<file path="config.mk">
export PLATFORM = sky130hd
export DESIGN_NAME = sexy_grid_lane_array
export DESIGN_NICKNAME = d
export VERILOG_FILES = /design/src/rtl/sexy_grid_pkg.sv /design/src/rtl/sexy_grid_lane.sv /design/src/rtl/sexy_grid_lane_array.sv
export SDC_FILE = /design/constraint.sdc
export NUM_CORES = 1
export LEC_CHECK = 0
export ABC_AREA = 0
export CORE_ASPECT_RATIO = 0.75
export CORE_MARGIN = 3
export CORE_UTILIZATION = 42
export DETAILED_ROUTE_END_ITERATION = 7
export GPL_ROUTABILITY_DRIVEN = 0
export MAX_ROUTING_LAYER = met4
export SLEW_MARGIN = 10
export SYNTH_ARGS = -nofsm -noshare
export SYNTH_HDL_FRONTEND = slang
export SYNTH_SLANG_ARGS = --single-unit
</file>
<file path="constraint.sdc">
create_clock -name clk -period 1.8 [get_ports clk]
set_input_delay 0.27 -clock clk [delete_from_list [all_inputs] [get_ports clk]]
set_output_delay 0.27 -clock clk [all_outputs]
set_load 0.03 [all_outputs]
</file>
<file path="src/rtl/sexy_grid_pkg.sv">
//------------------------------------------------------------------------------
// sexy_grid_pkg : shared types and constants for the grid lane array.
// Revision 1.0
//------------------------------------------------------------------------------
`default_nettype none

package sexy_grid_pkg;

   localparam int BYTE_W = 8;

   // Rotate feedback taps: bit 0 and the MSB (WIDTH - HI_OFS).
   localparam int ROT_FEEDBACK_TAP_LO     = 0;
   localparam int ROT_FEEDBACK_TAP_HI_OFS = 1;

   typedef enum logic [1:0] {
      HOLD  = 2'd0,
      COUNT = 2'd1,
      ROTL  = 2'd2,
      MIX   = 2'd3
   } lane_mode_e;

   typedef enum logic {
      IDLE = 1'b0,
      SEND = 1'b1
   } rd_state_e;

endpackage

`default_nettype wire

</file>
<file path="src/rtl/sexy_grid_lane.sv">
//------------------------------------------------------------------------------
// sexy_grid_lane : one WIDTH-bit activity register with a selectable update mode.
// Revision 1.0
//------------------------------------------------------------------------------
`default_nettype none

module sexy_grid_lane
   import sexy_grid_pkg::*;
#(
   parameter int WIDTH = 16,
   parameter int IDX   = 0
) (
   input  logic              clk,
   input  logic              rst,
   input  logic              run,
   input  logic              load,
   input  lane_mode_e        mode,
   input  logic [BYTE_W-1:0] seed,
   output logic [WIDTH-1:0]  q
);

   lane_mode_e       mode_q;
   logic [WIDTH-1:0] q_q;
   logic [WIDTH-1:0] q_d;
   logic             fb;

   assign fb = q_q[WIDTH-ROT_FEEDBACK_TAP_HI_OFS] ^ q_q[ROT_FEEDBACK_TAP_LO];

   // A load on this lane wins over a step in the same cycle.
   always_comb begin
      q_d = q_q;
      if (load) begin
         q_d = {(WIDTH/BYTE_W){seed}};
      end else if (run) begin
         case (mode_q)
            HOLD:    q_d = q_q;
            COUNT:   q_d = q_q + WIDTH'(IDX + 1);
            ROTL:    q_d = {q_q[WIDTH-2:0], fb};
            MIX:     q_d = q_q ^ {q_q[WIDTH-2:0], 1'b1};
            default: q_d = q_q;
         endcase
      end
   end

   always_ff @(posedge clk) begin
      if (rst) begin
         q_q    <= WIDTH'(IDX);
         mode_q <= COUNT;
      end else begin
         q_q <= q_d;
         if (load) begin
            mode_q <= mode;
         end
      end
   end

   assign q = q_q;

endmodule

`default_nettype wire

</file>
<file path="src/rtl/sexy_grid_lane_array.sv">
//------------------------------------------------------------------------------
// sexy_grid_lane_array : N_LANES activity lanes with a byte-serial readout port.
// Optional signature output enabled by macro SEXY_GRID_SIGNATURE_EN.
// Revision 1.0
//------------------------------------------------------------------------------
`default_nettype none

module sexy_grid_lane_array
   import sexy_grid_pkg::*;
#(
   parameter int N_LANES = 4,
   parameter int WIDTH   = 16,
   parameter int LANE_W  = (N_LANES > 1) ? $clog2(N_LANES) : 1
) (
   input  logic              clk,
   input  logic              rst,
   input  logic              run,
   input  logic              cfg_we,
   input  logic [LANE_W-1:0] cfg_lane,
   input  logic [1:0]        cfg_mode,
   input  logic [7:0]        cfg_seed,
   input  logic              rd_req,
   input  logic [LANE_W-1:0] rd_lane,
   input  logic              rd_ready,
   output logic [7:0]        rd_data,
   output logic              rd_valid,
   output logic              rd_last,
   output logic              busy
`ifdef SEXY_GRID_SIGNATURE_EN
   ,
   output logic [WIDTH-1:0]  sig
`endif
);

   localparam int N_BYTES = WIDTH / BYTE_W;
   localparam int CNT_W   = (N_BYTES > 1) ? $clog2(N_BYTES) : 1;

   logic [WIDTH-1:0]   lane_q [N_LANES];
   logic [N_LANES-1:0] lane_load;
   logic [WIDTH-1:0]   rd_sel;

   rd_state_e          state_q;
   logic [WIDTH-1:0]   snap_q;
   logic [CNT_W-1:0]   cnt_q;
   logic [CNT_W-1:0]   cnt_inc;
   logic [BYTE_W-1:0]  rd_data_q;
   logic               rd_valid_q;
   logic               rd_last_q;

   // Out-of-range lane indices match no lane, so writes drop and reads give 0.
   generate
      for (genvar gi = 0; gi < N_LANES; gi++) begin : g_lane
         assign lane_load[gi] = cfg_we && (cfg_lane == LANE_W'(gi));

         sexy_grid_lane #(
            .WIDTH (WIDTH),
            .IDX   (gi)
         ) u_lane (
            .clk  (clk),
            .rst  (rst),
            .run  (run),
            .load (lane_load[gi]),
            .mode (lane_mode_e'(cfg_mode)),
            .seed (cfg_seed),
            .q    (lane_q[gi])
         );
      end
   endgenerate

   always_comb begin
      rd_sel = '0;
      for (int i = 0; i < N_LANES; i++) begin
         if (rd_lane == LANE_W'(i)) begin
            rd_sel = lane_q[i];
         end
      end
   end

   assign cnt_inc = cnt_q + 1'b1;

   always_ff @(posedge clk) begin
      if (rst) begin
         state_q    <= IDLE;
         snap_q     <= '0;
         cnt_q      <= '0;
         rd_data_q  <= '0;
         rd_valid_q <= 1'b0;
         rd_last_q  <= 1'b0;
      end else begin
         case (state_q)
            IDLE: begin
               if (rd_req) begin
                  state_q    <= SEND;
                  snap_q     <= rd_sel;
                  cnt_q      <= '0;
                  rd_data_q  <= rd_sel[BYTE_W-1:0];
                  rd_valid_q <= 1'b1;
                  rd_last_q  <= (N_BYTES == 1);
               end
            end
            SEND: begin
               if (rd_ready) begin
                  if (cnt_q == CNT_W'(N_BYTES - 1)) begin
                     state_q    <= IDLE;
                     cnt_q      <= '0;
                     rd_data_q  <= '0;
                     rd_valid_q <= 1'b0;
                     rd_last_q  <= 1'b0;
                  end else begin
                     cnt_q     <= cnt_inc;
                     rd_data_q <= snap_q[int'(cnt_inc)*BYTE_W +: BYTE_W];
                     rd_last_q <= (cnt_inc == CNT_W'(N_BYTES - 1));
                  end
               end
            end
            default: state_q <= IDLE;
         endcase
      end
   end

   assign rd_data  = rd_data_q;
   assign rd_valid = rd_valid_q;
   assign rd_last  = rd_last_q;
   assign busy     = (state_q != IDLE);

`ifdef SEXY_GRID_SIGNATURE_EN
   logic [WIDTH-1:0] lane_xor;
   logic [WIDTH-1:0] sig_q;

   always_comb begin
      lane_xor = '0;
      for (int i = 0; i < N_LANES; i++) begin
         lane_xor = lane_xor ^ lane_q[i];
      end
   end

   always_ff @(posedge clk) begin
      if (rst) begin
         sig_q <= '0;
      end else if (run) begin
         sig_q <= {sig_q[WIDTH-2:0], sig_q[WIDTH-1]} ^ lane_xor;
      end
   end

   assign sig = sig_q;
`endif

endmodule

`default_nettype wire

</file>
## Yosys cells after proc, flatten, opt, wreduce, memory -nomap -nowiden

Cells that the tools add are included.

- Output and inout bits: 11
- Bits of input ports: 20
- Flip-flop bits (word level): 99

- Add/sub/neg operators: 5
- Bitwise gates (word level): 9
- Multiplexer cells: 32
- Reduce and logical (&&, ||, !) cells: 21
- Shift operators: 1
- Equality and inequality tests: 25

Operators with widths:

| operator | count |
|---|---|
| two-way mux 16 bit | 12 |
| case mux 16 bit (3 select lines) | 4 |
| XOR 16 bit | 4 |
| adder 16 x 2 -> 16 bit, second input constant | 2 |
| == test 2 bit, second input constant | 12 |
| two-way mux 8 bit | 3 |
| adder 16 x 1 -> 16 bit, second input constant | 1 |
| adder 16 x 3 -> 16 bit, second input constant | 1 |
| case mux 8 bit (2 select lines) | 1 |
| indexed part select 16 x 5 -> 8 bit | 1 |
| == test 2 x 1 -> 1 bit, second input constant | 6 |
| zero test 2 bit | 6 |
| AND reduction 2 bit | 6 |
| inequality test 2 x 1 -> 1 bit, second input constant | 5 |
| two-way mux 1 bit | 9 |
| nonzero test 2 bit | 4 |
| case mux 1 bit (2 select lines) | 3 |
| logical AND 1 bit | 4 |
| inequality test 2 bit, second input constant | 2 |
| XOR 1 bit | 4 |
| AND reduction 3 bit | 1 |
| adder 1 bit, second input constant | 1 |
| inverter 1 bit | 1 |

## Longest topological paths before layout

Gate-level depths: netlist (run 1).

- Word-level depth: 7
- Gate-level depth with buffers: 8
- Mapped depth without buffers: 7

## By module

From an unflattened synthesis (run 1), not the netlist that was laid out.

- Cell total of the unflattened synthesis: 885
- Area total of the unflattened synthesis: 7410.9 um2

By module, submodules not included:

| module | cells an instance | times used | seq. area each (um2) | area each (um2) |
|---|---|---|---|---|
| sexy_grid_lane at g_lane[1].u_lane | 192 | 1 | 360.3 | 1592.8 |
| sexy_grid_lane at g_lane[2].u_lane | 193 | 1 | 360.3 | 1554.0 |
| sexy_grid_lane at g_lane[3].u_lane | 185 | 1 | 360.3 | 1530.2 |
| sexy_grid_lane at g_lane[0].u_lane | 192 | 1 | 360.3 | 1512.7 |
| sexy_grid_lane_array | 123 | 1 | 380.4 | 1221.2 |

## Least setup slack after synthesis (run 1)

OpenSTA, ideal clock, no wires.

- Path kind: reg2reg
- From: register g_lane[2].u_lane.q_q[0]
- To: register g_lane[2].u_lane.q_q[10]
- Data arrival time: 1.630 ns
- Clock period less this slack: 1.762 ns
- Slack: 0.038 ns
- Stages on the path, launching flop included: 9
- Cell sequence: dfxtp_1 inv_1 ha_1 and3b_1 clkbuf_1 nand3_1 mux2_2 o221ai_1 a21oi_1

- Cells in the longest elaborated chain, start to end: 4

RTL lines:

| element | RTL line | RTL |
|---|---|---|
| from (decl) | sexy_grid_lane.sv:23 | `logic [WIDTH-1:0] q_q;` |
| from (signal assigned) | sexy_grid_lane.sv:47 | `q_q <= WIDTH'(IDX);` |
| from (signal assigned) | sexy_grid_lane.sv:50 | `q_q <= q_d;` |
| adder 16 x 2 -> 16 bit | sexy_grid_lane.sv:37 | `COUNT: q_d = q_q + WIDTH'(IDX + 1);` |
| case mux 16 bit (3 select lines) | sexy_grid_lane.sv:35 | `case (mode_q)` |
| two-way mux 16 bit | sexy_grid_lane.sv:34 | `end else if (run) begin` |
| two-way mux 16 bit | sexy_grid_lane.sv:32 | `if (load) begin` |

Every way passes these cells. The select of a mux whose other input is x is not followed.
A chain may end at the register's enable or synchronous reset.

## Final worst setup path (run 1)

- From: input port cfg_lane[0]
- To: register g_lane[0].u_lane.q_q[13]

- Cells in the longest elaborated chain, start to end: 4
- Elaborated cells between the ends (all ways): 6

RTL lines:

| element | RTL line | RTL |
|---|---|---|
| from (decl) | sexy_grid_lane_array.sv:19 | `input logic [LANE_W-1:0] cfg_lane,` |
| zero test 2 bit (*) | sexy_grid_lane_array.sv:53 | `assign lane_load[gi] = cfg_we && (cfg_lane == LANE_W'(gi));` |
| logical AND 1 bit (*) | sexy_grid_lane_array.sv:53 |  |
| inequality test 2 x 1 -> 1 bit (no source line) or nonzero test 2 bit (tied branches) | - |  |
| AND reduction 2 bit (no source line) | - |  |
| to (signal assigned) | sexy_grid_lane.sv:47 |  |
| to (signal assigned) | sexy_grid_lane.sv:50 |  |
| to (decl) | sexy_grid_lane.sv:23 |  |

Every way passes the cells marked *; elsewhere a longest branch is shown, timed or not.

==> results of run 1 <==
[synthesized netlist by cell type, types with 16 or more instances]
library cell / count / area [sq um]
o211ai_1: 21 / 157.7
ha_1: 54 / 675.7
a21oi_1: 77 / 385.4
buf_2: 30 / 150.1
dfxtp_1: 91 / 1822
nor2_1: 77 / 289.0
mux2i_1: 26 / 260.3
a311oi_1: 21 / 183.9
o21ai_0: 45 / 225.2
nand3_1: 27 / 135.1
nand2_1: 112 / 420.4
xnor2_1: 16 / 140.1
clkbuf_1: 19 / 71.32
mux4_2: 16 / 360.4
mux2_2: 17 / 191.4
[report_power, final]
group	total, mW	switching (mW)	internal [mW]
clock	1.90	0.941	0.962
sequential	2.35	0.195	2.16
combinational	1.62	0.830	0.793
total	5.88	1.97	3.91
[sequential cells by signal, indices dropped and copies added, names as in the netlist]
name	count
busy	1
g_lane.u_lane.mode_q	8
g_lane.u_lane.q	64
rd_data	8
rd_last	1
rd_valid	1
snap_q	8
[layer usage]
metal | track usage | up-vias | part of all wire
met5 | - | - | 0
met4 | 0.07545 | 0 | 0.021
met3 | 0.07284 | 32 | 0.083
met2 | 0.3614 | 230 | 0.41
met1 | 0.3831 | 3379 | 0.49
li1 | - | 3535 | -
[kinds of logic after synthesis]
| group | share of synthesized area |
|---|---|
| adders and majority gates | 0.09484 |
| and+or+nand+nor | 0.2179 |
| muxes | 0.1156 |
| DFF | 0.2557 |
| buffers and inverters | 0.06076 |
| AOI/OAI and AO/OA | 0.2257 |
| xor gates and xnor gates | 0.02950 |
[stage by stage]
step           total power, mW  hold WS (ns)
4_1_cts                  5.880        0.2991
3_5_place_dp             3.976        0.4516
2_1_floorplan            3.287        0.3846
6_report                 5.876        0.3150
5_1_grt                  6.172        0.3149
3_3_place_gp             3.963        0.4442
[worst paths after layout]
check        cells after the start                      to  slack, ns
max                              8  g_lane[0].u_lane.q[13]       0.05
min                              2   g_lane[2].u_lane.q[2]       0.32
max reg2reg                      7  g_lane[2].u_lane.q[10]       0.06
min reg2reg                      2               snap_q[8]       0.46
[area by class of cell]
class	instances	area [sq um]	area share
multi-input combinational	706	4902	0.5491
sequential	91	1841	0.2062
clock inverter	7	60.06	0.006727
tap	210	262.8	0.02943
timing repair buffer	188	1584	0.1774
inverter	14	52.55	0.005886
clock buffer	9	225.2	0.02523
[critical path: stages]
cell,delay (ns)
clkdlybuf4s50_1,0.46
buf_4,0.16
or3b_1,0.37
buf_4,0.20
nor2_2,0.12
a21oi_1,0.07
a211oi_1,0.26
nor4_1,0.08
[repair_timing]
item / 4_1_cts / 5_1_grt
pin swaps: 0 / 4
gates resized for setup: 2 / 23
setup endpoints to repair: 1 / 31
hold endpoints to repair: 0 / 0
==> metrics.md, run 1 <==
| Metric | Value |
|---|---|
| Share of layout cells above drive strength 1 | `0.2374` |
| Final setup vio count | `0` |
| WL final | `23740 microns` |
| # H-tree levels | `3` |
| CTS sink cnt | `91` |
| PortBufs | `30` |
| Die ar. | `18580 sq um` |
| Min Tclk post-route | `1.751 ns` |
| Post-synth top flop | `dfxtp_1` |
| Diodes inserted | `0` |
| HPWL Detailed | `18170 microns` |
| Count of maximum capacitance violations | `0` |
| HP Class | `primary input to flip-flop` |
| DRC errors left | `0` |
| Hold buffers post-CTS | `0` |
| Yosys cell types | `68` |
| Setup WS post-layout | `0.04891 ns` |
| Worst VDD drop | `about 0.46 mV` |
| Worst slew margin | `0.6764` |
| Worst slew pin tran | `0.4822 ns` |
| #FFs+latches synth | `91` |
| Site row count | `40` |
| Pleak | `around 3.8 nW` |
| Final TNS setup | `0 ns` |
| Post-DP Area | `8588 sq um` |
| Mapped Area | `7124 sq um` |
| Startpoint Class | `primary input` |
| CORE AREA | `16320 sq um` |
| DRT Pass-1 Iters | `5` |
| Clock Latency Late Sink | `roughly 0.36 ns` |
| Cells after Synth | `~880` |
| Clock Pin Slew Worst Setup and Hold Paths | `0.07 ns` |
| Layout Nets | `1084` |
| WP data arrival | `1.99 ns` |
| Post-synthesis async set-or-reset flop share | `0` |
| Design Area, Final | `between 8000 and 9000 sq um` |
| Mean routed wirelength per cell | `19.38 microns` |
| Layout Cells excl Fill | `about 1200` |
| Vias | `between 7000 and 8000` |
| FMAX | `~570 MHz` |
| Root Driver | `clkbuf_16` |
| Io pins | `31` |
| Post-Route Skew | `around 0.0058 ns` |
| Area growth syn-to-layout | `25.31%` |
| Critical path endpoint category | `flip-flop` |
| Number of synthesized flops with an enable pin | `0` |
| Postcts setup bufs | `0` |
| RSZ-0062 raised after global routing | `yes` |
| Max FO, Critical Path | `12` |
| Num CTS Buffers | `9` |
| Fill cells | `about 1600` |
| Total GRT Usage | `0.2659` |
| Vias in the first global route | `6541` |
| Commonest non-fill, non-tap cell in the layout | `buf_4` |
| Yosys warnings | `0` |
| Commonest non-fill, non-tap cells in the layout | `buf_4, nand2_1, dfxtp_1, nor2_1, a21oi_1` |
| WP data required | `2.04 ns` |
| Post-Place Cells | `1209` |
| Final count of pins violating max slew | `0` |
| Die width | `156.4 microns` |
| Critical path type | `primary input to flip-flop` |
| Initial core utilization | `0.4367` |
| Worst slack, placed | `-0.3024 ns` |
| Via density | `between 5 and 6` |
| Total grt overflow | `0` |
| Outcome | `complete, no violations` |
| Post-layout util | `0.5472` |
| CTS tree | `done` |
| Post-route clock period utilization | `0.9728` |
| Reg2reg start | `g_lane[2].u_lane.q[2]` |
| ANT nets after route | `0` |
| Register area share after synthesis | `0.2557` |
| Crit path launch | `cfg_lane[0]` |
| Hold_sp | `rst` |
| Final-report hold violation count | `0` |
| Die Span Y | `118.8 microns` |
| Average size of a mapped cell | `slightly above 8 sq um` |
| PD cells | `658.2 nW/um^2` |
| First-pass GRT wire length | `37330 microns` |
| Syn Nets | `around 950` |
| Largest net degree at the start of global routing | `32` |
| Max Root-Sink Buffers | `2` |
| Drt initial violations | `555` |
| Antenna violations before repair | `0` |
(Power assumes the default switching activity.)
==> run 2: changes to the inputs <==
ABC_AREA = default   (was 0)
REMOVE_ABC_BUFFERS = 1   (was default)
==> run 2 against run 1 <==
Count of clock-buffer cells in the layout rose by 3. Sequential cell count unchanged. Sequential share of layout area shrank 0.29 points. Combinational power grew 3%. Cell count increased by 0.65%. Setup slack better by 0.036 ns. Critical path depth shrank 1. Worst hold slack better by 0.10 ns. Clock power rose by 9%. Clock skew barely moved. Largest cell class unchanged. Routed wire length is 1.2% higher. Critical path type unchanged.
==> metrics.md, run 2 (synthesized netlist as in run 1, its figures left out) <==
| Metric | Value |
|---|---|
| Outcome | `complete, no violations` |
| HPWL Detailed | `18500 microns (+1.8%)` |
| HP Class | `primary input to flip-flop` |
| Diodes inserted | `0 (unchanged)` |
| Logic pwr share | `0.274 (-0.002)` |
| Vias in the first global route | `6690 (+2.3%)` |
| Hold path depth | `2 (unchanged)` |
| Commonest non-fill, non-tap cells in the layout | `buf_4, nand2_1, dfxtp_1, nor2_1, a21oi_1` |
| ANT nets after route | `0 (unchanged)` |
| Final-report hold violation count | `0 (unchanged)` |
| Max reg flops | `64 (unchanged)` |
| Final setup vio count | `0 (unchanged)` |
| Io pins | `31 (unchanged)` |
| Reg2reg path depth | `7 (unchanged)` |
| Critical path type | `primary input to flip-flop` |
| Worst slew pin tran | `0.6091 ns (+0.1269 ns)` |
| Area growth syn-to-layout | `27.43%` |
| Total GRT Usage | `0.2699 (+0.004017)` |
| DRC errors left | `0 (unchanged)` |
| Post-route clock period utilization | `0.9527 (-0.02012)` |
| Max FO, Critical Path | `11 (-1)` |
| WL final | `24040 microns (+1.2%)` |
| Antenna violations before repair | `0 (unchanged)` |
| Fill cells | `1540 (-2.5%)` |
| Post-Route Skew | `0.005925 ns (+0.0001492 ns)` |
| PortBufs | `30 (unchanged)` |
| Clk pwr share | `0.341 (+0.017)` |
| Multi-input logic area | `4959 sq um (+1.1%)` |
| Largest net degree at the start of global routing | `27 (-16%)` |
| Layout Nets | `1092 (+0.74%)` |
| Die Span Y | `118.8 microns (unchanged)` |
| Share of layout cells above drive strength 1 | `0.2473 (+0.009873)` |
| Critical path endpoint category | `flip-flop` |
| WP data required | `2.04 ns (about the same)` |
| CTS tree | `done` |
| Mean routed wirelength per cell | `19.49 microns (+0.58%)` |
| RSZ-0062 raised after global routing | `no` |
| Sequential cell area | `1846 sq um (+0.27%)` |
| Internal Power | `4.189 mW (+7.1%)` |
| Die ar. | `18580 sq um (unchanged)` |
| Worst slew margin | `0.5940 (-0.08242)` |
| Count of maximum capacitance violations | `0 (unchanged)` |
| Site row count | `40 (unchanged)` |
| Root Driver | `clkbuf_16` |
| Total grt overflow | `0 (unchanged)` |
| CORE AREA | `16320 sq um (unchanged)` |
| Worst VDD drop | `0.5168 mV (+12%)` |
| DRT Pass-1 Iters | `6 (+1)` |
| Initial core utilization | `0.4367 (unchanged)` |
| Switching share of power | `0.3128 (-0.02176)` |
| Final count of pins violating max slew | `0 (unchanged)` |
| Worst slack, placed | `-0.2625 ns (+0.03989 ns)` |
| Setup WS post-layout | `0.08513 ns (+0.03622 ns)` |
| Num CTS Buffers | `9 (unchanged)` |
| Min Tclk post-route | `1.715 ns (-0.03622 ns)` |
| WP data arrival | `1.96 ns (-0.03 ns)` |
| Sequential cell fraction of total power | `0.385 (-0.015)` |
| Drt initial violations | `714 (+29%)` |
| Via density | `5.912 (+0.92%)` |
| Max Root-Sink Buffers | `2 (unchanged)` |
| PD cells | `671.5 nW/um^2 (+2.0%)` |
| First-pass GRT wire length | `38210 microns (+2.3%)` |
| Commonest non-fill, non-tap cell in the layout | `buf_4` |
| Clock Pin Slew Worst Setup and Hold Paths | `0.06 ns (about the same)` |
| Startpoint Class | `primary input` |
| FMAX | `583.1 MHz (+2.1%)` |
| Switching power | `1.907 mW (-3.0%)` |
| Overall power | `6.096 mW (+3.7%)` |
| CTS sink cnt | `91 (unchanged)` |
| Pleak | `3.845 nW (+0.71%)` |
| Die width | `156.4 microns (unchanged)` |
| # H-tree levels | `3 (unchanged)` |
| Clock Latency Late Sink | `0.36 ns (about the same)` |
| Vias | `7289 (+1.6%)` |
## run 2: path summary, 6_finish.rpt
check / end / slack (ns) / from
max: g_lane[0].u_lane.q[14] / 0.09 / cfg_lane[0]
min: g_lane[3].u_lane.q[4] / 0.42 / rst
max reg2reg: g_lane[2].u_lane.q[10] / 0.09 / g_lane[2].u_lane.q[1]
min reg2reg: snap_q[14] / 0.46 / snap_q[14]
## run 2: per-stage QoR
step	util	area (sq um)	hold slack [ns]	std cells	TNS, ns
5_1_grt	0.5564	9079	0.4665	1233	0
2_1_floorplan	-	6744	0.3391	811	-0.2417
4_1_cts	0.5491	8959	0.3921	1232	0
3_5_place_dp	0.5296	8641	0.4465	1216	-9.469
3_3_place_gp	0.5296	8641	0.4458	1216	-7.932
6_report	0.5564	9079	0.4158	1233	0
## run 2: routing by layer
layer  up-vias  global-route usage  wire length (microns)
li1       3554                   -                      -
met1      3403              0.3979                  11560
met2       296              0.3676                   9885
met3        36             0.05857                   2013
met4         0             0.07654                    580
met5         -                   -                      0
## run 2: final cells by class
| class | count | share of cell area |
|---|---|---|
| clock inverters | 4 | 0.008269 |
| well taps | 210 | 0.02894 |
| multi-input cells | 706 | 0.5462 |
| inverters | 14 | 0.006064 |
| repair buffers | 196 | 0.1812 |
| clock buffers | 12 | 0.02605 |
| flip-flops and latches | 91 | 0.2033 |
## run 2: worst max-delay path, cell delays in order
cell             delay (ns)
clkdlybuf4s50_1        0.51
or3b_1                 0.46
buf_12                 0.17
nor2_1                 0.26
a21oi_1                0.07
a31oi_1                0.15
nor3_1                 0.07
## run 2: what timing repair did
item / in CTS / in global routing
pin swaps: 1 / 7
hold buffers: 0 / 0
setup buffers: 0 / 1
endpoints found under the setup margin: 5 / 19
resized for setup: 3 / 38
## run 2: power by group through the flow
| stage | Clock (mW) | Combinational, mW | Sequential, mW |
|---|---|---|---|
| finish | 2.08 | 1.67 | 2.35 |
| global route | 2.18 | 1.83 | 2.37 |
| CTS | 2.12 | 1.63 | 2.33 |
| detailed placement | 0 | 1.62 | 2.38 |
| global placement | 0 | 1.61 | 2.38 |
| floorplan | 0 | 0.752 | 2.43 |
==> run 3: changes to the inputs <==
REMOVE_ABC_BUFFERS = default   (was 1)
SKIP_LAST_GASP = 1   (was default)
==> run 3 against run 2 <==
Combinational power fell by 3%. Die area did not move. Clock skew barely moved. Via count fell by 0.96%. Sequential cell count did not move. Fmax fell by 2.1%. Sequential share of layout area rose by 0.27 points. Critical path type unchanged. Critical endpoint is now g_lane[0].u_lane.q[13]. Highest routed layer unchanged.
==> metrics.md, run 3 (synthesized netlist as in run 1, its figures left out) <==
| Metric | Value |
|---|---|
| Mean routed wirelength per cell | `19.37 microns (-0.65%)` |
| Sequential cell area | `1838 sq um (-0.41%)` |
| Startpoint Class | `primary input` |
| Worst slew pin tran | `0.5268 ns (-0.08231 ns)` |
| Layout Nets | `1084 (-0.73%)` |
| WL final | `23720 microns (-1.3%)` |
| Min Tclk post-route | `1.751 ns (+0.03622 ns)` |
| PD cells | `659.1 nW/um^2 (-1.8%)` |
| CORE AREA | `16320 sq um (unchanged)` |
| Final count of pins violating max slew | `0 (unchanged)` |
| # H-tree levels | `3 (unchanged)` |
| WP data arrival | `1.99 ns (+0.03 ns)` |
| Initial core utilization | `0.4367 (unchanged)` |
| Die Span Y | `118.8 microns (unchanged)` |
| Commonest non-fill, non-tap cell in the layout | `buf_4` |
| Fill cells | `1579 (+2.5%)` |
| Post-route clock period utilization | `0.9728 (+0.02012)` |
| Io pins | `31 (unchanged)` |
| Area growth syn-to-layout | `25.27%` |
| Share of layout cells above drive strength 1 | `0.2355 (-0.01184)` |
| Outcome | `complete, no violations` |
| Critical path type | `primary input to flip-flop` |
| RSZ-0062 raised after global routing | `yes` |
| Total GRT Usage | `0.2659 (-0.004017)` |
| Final setup vio count | `0 (unchanged)` |
| Max Root-Sink Buffers | `2 (unchanged)` |
| Final-report hold violation count | `0 (unchanged)` |
| Num CTS Buffers | `9 (unchanged)` |
| HPWL Detailed | `18170 microns (-1.8%)` |
| ANT nets after route | `0 (unchanged)` |
| Worst slew margin | `0.6484 (+0.05439)` |
| Vias in the first global route | `6541 (-2.2%)` |
| WP data required | `2.04 ns (about the same)` |
| Critical path endpoint category | `flip-flop` |
| Vias | `7219 (-0.96%)` |
| Die ar. | `18580 sq um (unchanged)` |
| First-pass GRT wire length | `37330 microns (-2.3%)` |
| Clock Latency Late Sink | `0.36 ns (about the same)` |
| DRT Pass-1 Iters | `7 (+1)` |
| Total grt overflow | `0 (unchanged)` |
| Multi-input logic area | `4902 sq um (-1.1%)` |
| R2r setup slk | `0.07 ns (-0.02 ns)` |
| PortBufs | `30 (unchanged)` |
| Count of maximum capacitance violations | `0 (unchanged)` |
| CTS sink cnt | `91 (unchanged)` |
| Root Driver | `clkbuf_16` |
| Post-Place Cells | `1209 (-0.58%)` |
| Site row count | `40 (unchanged)` |
| Via density | `5.893 (-0.31%)` |
| DRC errors left | `0 (unchanged)` |
| HP Class | `primary input to flip-flop` |
| WHS | `0.3134 ns (-0.1024 ns)` |
| Largest net degree at the start of global routing | `32 (+19%)` |
| Pleak | `3.818 nW (-0.71%)` |
| Die width | `156.4 microns (unchanged)` |
| Post-Route Skew | `0.006122 ns (+0.0001964 ns)` |
| Max reg flops | `64 (unchanged)` |
| Layout Cells excl Fill | `1225 (-0.65%)` |
| CTS tree | `done` |
| Drt initial violations | `576 (-19%)` |
| Diodes inserted | `0 (unchanged)` |
| Antenna violations before repair | `0 (unchanged)` |
| Hold buffers post-CTS | `0 (unchanged)` |
| Clock Pin Slew Worst Setup and Hold Paths | `0.08 ns (+0.02 ns)` |
| FMAX | `571.1 MHz (-2.1%)` |
| Max FO, Critical Path | `12 (+1)` |
| Worst VDD drop | `0.4603 mV (-11%)` |
| Commonest non-fill, non-tap cells in the layout | `buf_4, nand2_1, dfxtp_1, nor2_1, a21oi_1` |
run 3: routing by layer:
metal | share of wire | GRT usage | vias to the layer above
li1 | - | - | 3535
met1 | 0.48 | 0.3831 | 3401
met2 | 0.41 | 0.3614 | 251
met3 | 0.085 | 0.07284 | 32
met4 | 0.021 | 0.07545 | 0
met5 | 0 | - | -
run 3: report_power, final:
part	internal, mW	switching (mW)	total (mW)
sequential	2.15	0.195	2.35
combinational	0.793	0.831	1.62
clock	0.962	0.947	1.91
total	3.91	1.97	5.88
run 3: repair_timing:
item                                    4_1_cts  5_1_grt
pin swaps                                     0        3
endpoints found under the setup margin        1       31
resized for setup                             2       21
buffers inserted                              0        0
run 3: path summary, 6_finish.rpt:
| kind | startpoint | endpoint | cells after the start |
|---|---|---|---|
| hold reg to reg | snap_q[10] | snap_q[10] | 2 |
| setup / recovery | cfg_lane[0] | g_lane[0].u_lane.q[13] | 8 |
| hold / removal | rst | g_lane[2].u_lane.q[2] | 2 |
| setup reg to reg | g_lane[2].u_lane.q[2] | g_lane[2].u_lane.q[10] | 7 |
run 3: area by class of cell:
type | instances | share of cell area
multi-input combinational | 706 | 0.5493
clock inverter | 7 | 0.006729
sequential | 91 | 0.2059
inverter | 14 | 0.005888
clock buffer | 9 | 0.02523
timing repair buffer | 188 | 0.1775
tap | 210 | 0.02944
run 3: worst max-delay path, stage by stage:
cell             delay [ns]
clkdlybuf4s50_1        0.46
buf_4                  0.16
or3b_1                 0.37
buf_4                  0.20
nor2_2                 0.12
a21oi_1                0.07
a211oi_1               0.26
nor4_1                 0.08
run 3: per-stage QoR:
| step | area, sq um | setup TNS [ns] | total power [mW] | setup WS (ns) | util |
|---|---|---|---|---|---|
| global route | 8925 | -0.1853 | 6.171 | -0.06384 | 0.5470 |
| CTS | 8881 | 0 | 5.880 | 0.03251 | 0.5443 |
| global placement | 8588 | -11.21 | 3.963 | -0.2899 | 0.5264 |
| detailed placement | 8588 | -12.02 | 3.976 | -0.3024 | 0.5264 |
| finish | 8925 | 0 | 5.883 | 0.04891 | 0.5470 |
| floorplan | 7124 | 0 | 3.287 | 0.03809 | - |
